`config.mk`:
```
export PLATFORM = sky130hd
export DESIGN_NAME = serial_frame_rx
export DESIGN_NICKNAME = d
export VERILOG_FILES = /design/src/rtl/serial_frame_rx.sv
export SDC_FILE = /design/constraint.sdc
export NUM_CORES = 1
export LEC_CHECK = 0
export BUFFER_PORTS_ARGS = -buffer_cell sky130_fd_sc_hd__buf_4
export CORE_UTILIZATION = 45
export CTS_CLUSTER_DIAMETER = 50
export CTS_CLUSTER_SIZE = 14
export DETAILED_ROUTE_END_ITERATION = 10
export PLACE_DENSITY = 0.77
export SYNTH_ARGS = -nofsm -noshare
export SYNTH_HDL_FRONTEND = slang
export SYNTH_SLANG_ARGS = --single-unit
```
`constraint.sdc`:
```
create_clock -name clk -period 1.3 [get_ports clk]
set_input_delay 0.26 -clock clk [delete_from_list [all_inputs] [get_ports clk]]
set_output_delay 0.26 -clock clk [all_outputs]
set_load 0.01 [all_outputs]
```
`src/rtl/serial_frame_rx.sv`:
```
// Start/data/stop serial frame receiver with a one-deep output register,
// sticky overrun / framing-error flags and a ready/valid consumer handshake.
module serial_frame_rx #(
  parameter int WIDTH     = 8,
  parameter bit MSB_FIRST = 1'b0
) (
  input  logic           clk,
  input  logic           reset,
  input  logic           serialin,
  input  logic           bit_en,
  input  logic           ready,
  input  logic           clear_err,
  output logic [WIDTH:1] q,
  output logic           valid,
  output logic           busy,
  output logic           overrun,
  output logic           frame_err
);

  localparam int CW = $clog2(WIDTH);

  localparam logic [1:0] IDLE = 2'd0;
  localparam logic [1:0] DATA = 2'd1;
  localparam logic [1:0] STOP = 2'd2;

  logic [1:0]       state;
  logic [CW-1:0]    cnt;
  logic [WIDTH:1]   shreg;
  logic [WIDTH:1]   shreg_next;
  logic             good_frame;
  logic             bad_frame;

  // LSB-first shifts right so the first bit settles in bit 1; MSB-first shifts left.
  assign shreg_next = MSB_FIRST ? {shreg[WIDTH-1:1], serialin}
                                : {serialin, shreg[WIDTH:2]};

  assign good_frame = bit_en && (state == STOP) && serialin;
  assign bad_frame  = bit_en && (state == STOP) && !serialin;
  assign busy       = (state != IDLE);

  always_ff @(posedge clk or posedge reset) begin
    if (reset) begin
      state <= IDLE;
      cnt   <= '0;
      shreg <= '0;
    end else if (bit_en) begin
      case (state)
        IDLE: begin
          if (!serialin) begin
            state <= DATA;
            cnt   <= '0;
          end
        end
        DATA: begin
          shreg <= shreg_next;
          cnt   <= cnt + 1'b1;
          if (cnt == CW'(WIDTH - 1)) begin
            state <= STOP;
          end
        end
        default: begin
          state <= IDLE;
        end
      endcase
    end
  end

  // A commit while the previous frame is still held and not being taken is dropped.
  always_ff @(posedge clk or posedge reset) begin
    if (reset) begin
      q     <= '0;
      valid <= 1'b0;
    end else if (good_frame && (!valid || ready)) begin
      q     <= shreg;
      valid <= 1'b1;
    end else if (!good_frame && valid && ready) begin
      valid <= 1'b0;
    end
  end

  // Error events win over a clear on the same edge.
  always_ff @(posedge clk or posedge reset) begin
    if (reset) begin
      overrun   <= 1'b0;
      frame_err <= 1'b0;
    end else begin
      if (good_frame && valid && !ready) begin
        overrun <= 1'b1;
      end else if (clear_err) begin
        overrun <= 1'b0;
      end
      if (bad_frame) begin
        frame_err <= 1'b1;
      end else if (clear_err) begin
        frame_err <= 1'b0;
      end
    end
  end

endmodule

```
==> run metrics <==
Synth Warn #=0; final-report hold violation count=0; Tcrit/Tclk final=111.1%; fillers=158; WHS=0.1329 ns; Starting Density=about half; Arr. time, crit path=1.18 ns; HPWL after DPL=1.195 mm; post-DR wirelength/cell=14.64 um; GR Overflow Total=0; Worst-Margin Slew=slightly above 0.3 ns; vias in the first global route=654; drt first pass iters=2; setup violators final=9; hold path cells=2; Post-Syn Area=a little over 1000 um^2; Die Span X=roughly 50 um; first-pass GRT wire length=2.973 mm; Area after DPL=1232 um^2; DRC=0; CTS Root Cell=clkbuf_4; RSZ-0062 raised after global routing=yes; Mapped Cells=66; outcome=complete, but fails checks; failing checks=negative setup slack; CTS clock-pin slew for the worst setup and hold paths=0.12 ns; crit path cell chain=buf_6, or2_1, buf_6; post-synthesis average cell area=between 15 and 20 um^2; Peak VDD IR=1109 uV; Static Leakage=roughly 0.67 nW; Seq cells post-synth=24; crit path time final=around 1.4 ns; total global-route track usage=16.16%; finished layout cell area=1320 um^2; R2R depth=5; critical path class=flip-flop to output port; Final nets=106; relative slew slack=79.49%; CP most frequent cell=buf_6; die height=49.81 um; Worst Path Max Fanout=2; CTS Buf Count=3; vias=621; Pins Over Slew Limit=0; final core occ=64.02%; max frequency=692.6 MHz; final worst slack=-0.1439 ns; post-route ant nets=0; TritonCTS clock tree=built; most frequent cells in the layout=24 x dfrtp_1, 23 x buf_4, 16 x mux2_4; Net Count, Synth=74; # rows=16; Netlist cell types=18; CP max-delay cell=dfrtp_1; CP endpoint kind=output port; layout cells sized above 1=a little over half; number of I/O pins=18; largest net degree at the start of global routing=25; Sum Neg Setup Slack=-0.8687 ns; DR iter-0 viols=5; H-Tree Depth=1; Clock Path Buffers=2; Power Density=1751 nW/um^2; max-cap viol count=0; crit-path max cell delay=0.41 ns; Seq/Total Area, Yosys=58.39%; Hold Path Class=primary input to flip-flop; Ant. Diodes=0; required time worst endpoint=approximately 1.0 ns; CP Launch Type=flip-flop; WL final=1.801 mm; CTS sink cnt=24; Buffers on Ports=17; skew final=about 0.0030 ns; Clk Latency, worst-skew pair=0.30 ns; initial antenna violation count=0; Avg Vias per Cell=between 5 and 6; Area growth, synth to finish=28.35%; GPL Wtd Cong=0.6897; register area=600.6 um^2; area occupied by multi-input gates=405.4 um^2; commonest non-fill, non-tap cell in the layout=dfrtp_1; die area=2481 um^2; Core ar.=between 2000 and 2500 um^2
routing by layer:
layer  track usage (%)  share of wire [%]
met1             20.52                 49
met2             26.13                 48
met3             3.704                3.2
met4             7.143               0.56
met5                 0                  0
cell usage after synthesis:
cell type / n / area share, %
a22o_1: 3 / 2.6
and3_4: 1 / 1.1
buf_6: 2 / 2.2
dfrtp_1: 24 / 58
ha_1: 2 / 2.4
inv_1: 5 / 1.8
mux2_1: 2 / 2.2
mux2_2: 1 / 1.1
mux2_4: 14 / 20
nand2_1: 2 / 0.73
nand2b_1: 2 / 1.2
nand4b_1: 1 / 0.85
nor2b_2: 1 / 0.85
o211ai_1: 1 / 0.73
o21ai_0: 1 / 0.49
o22ai_1: 1 / 0.61
o41ai_1: 2 / 1.7
or2_1: 1 / 0.61
worst paths after layout:
path	start	end	slack, ns
hold / removal	clear_err	overrun$_DFFE_PP0P_	0.13
max in group asynchronous	reset	shreg[6]$_DFFE_PP0P_	0.53
hold reg to reg	frame_err$_DFFE_PP0P_	frame_err$_DFFE_PP0P_	0.52
min in group asynchronous	reset	q[4]$_DFFE_PP0P_	0.54
setup reg to reg	state[1]$_DFFE_PP0P_	q[3]$_DFFE_PP0P_	-0.09
setup / recovery	state[0]$_DFFE_PP0P_	busy	-0.14
layout make-up:
type | count | share of cell area [%]
tap | 27 | 2.559
timing repair buffer | 28 | 17.91
inverter | 5 | 1.611
sequential | 24 | 45.50
multi-input combinational | 36 | 30.71
clock buffer | 3 | 1.706
logic make-up after synthesis:
group / count (synthesis) / share of synthesized area, %
and+or+nand+nor: 8 / 5.353
DFF: 24 / 58.39
buffers and inverters: 7 / 4.015
adders and majority gates: 2 / 2.433
muxes: 17 / 23.72
AOI/OAI and AO/OA: 8 / 6.084
report_power, final:
part           total [mW]  leakage, nW  switching [mW]  internal, mW
Combinational       0.846        0.349           0.282         0.564
Clock               0.310       0.0138           0.202         0.108
Sequential           1.16        0.309           0.172         0.984
per-stage QoR:
step | total power, mW | setup slack [ns] | std cells
floorplan | 1.651 | -0.04382 | 66
global placement | 1.846 | 0.02000 | 115
detailed placement | 1.896 | -0.03069 | 115
CTS | 2.288 | -0.1468 | 122
global route | 2.456 | -0.1705 | 123
finish | 2.311 | -0.1439 | 123
state kept, by name, summed over array words and instances, names as in the netlist:
register / flops
cnt: 3
frame_err: 1
overrun: 1
q: 8
shreg: 8
state: 2
valid: 1
timing repair:
action / CTS / global route
gates resized for setup: 5 / 3
hold endpoints to repair: 24 / 0
hold buffers: 1 / 0
setup endpoints to repair: 9 / 18
pin swaps: 1 / 1
gates cloned: 0 / 1
buffers inserted: 3 / 0
worst max-delay path: cells and delay by family, from the launching register on:
kind                   cells  cell delay, ns
buffers and inverters      2            0.24
flip-flops                 1            0.41
AND/OR/NAND/NOR            1            0.23
Power figures use the tool's default switching activity.
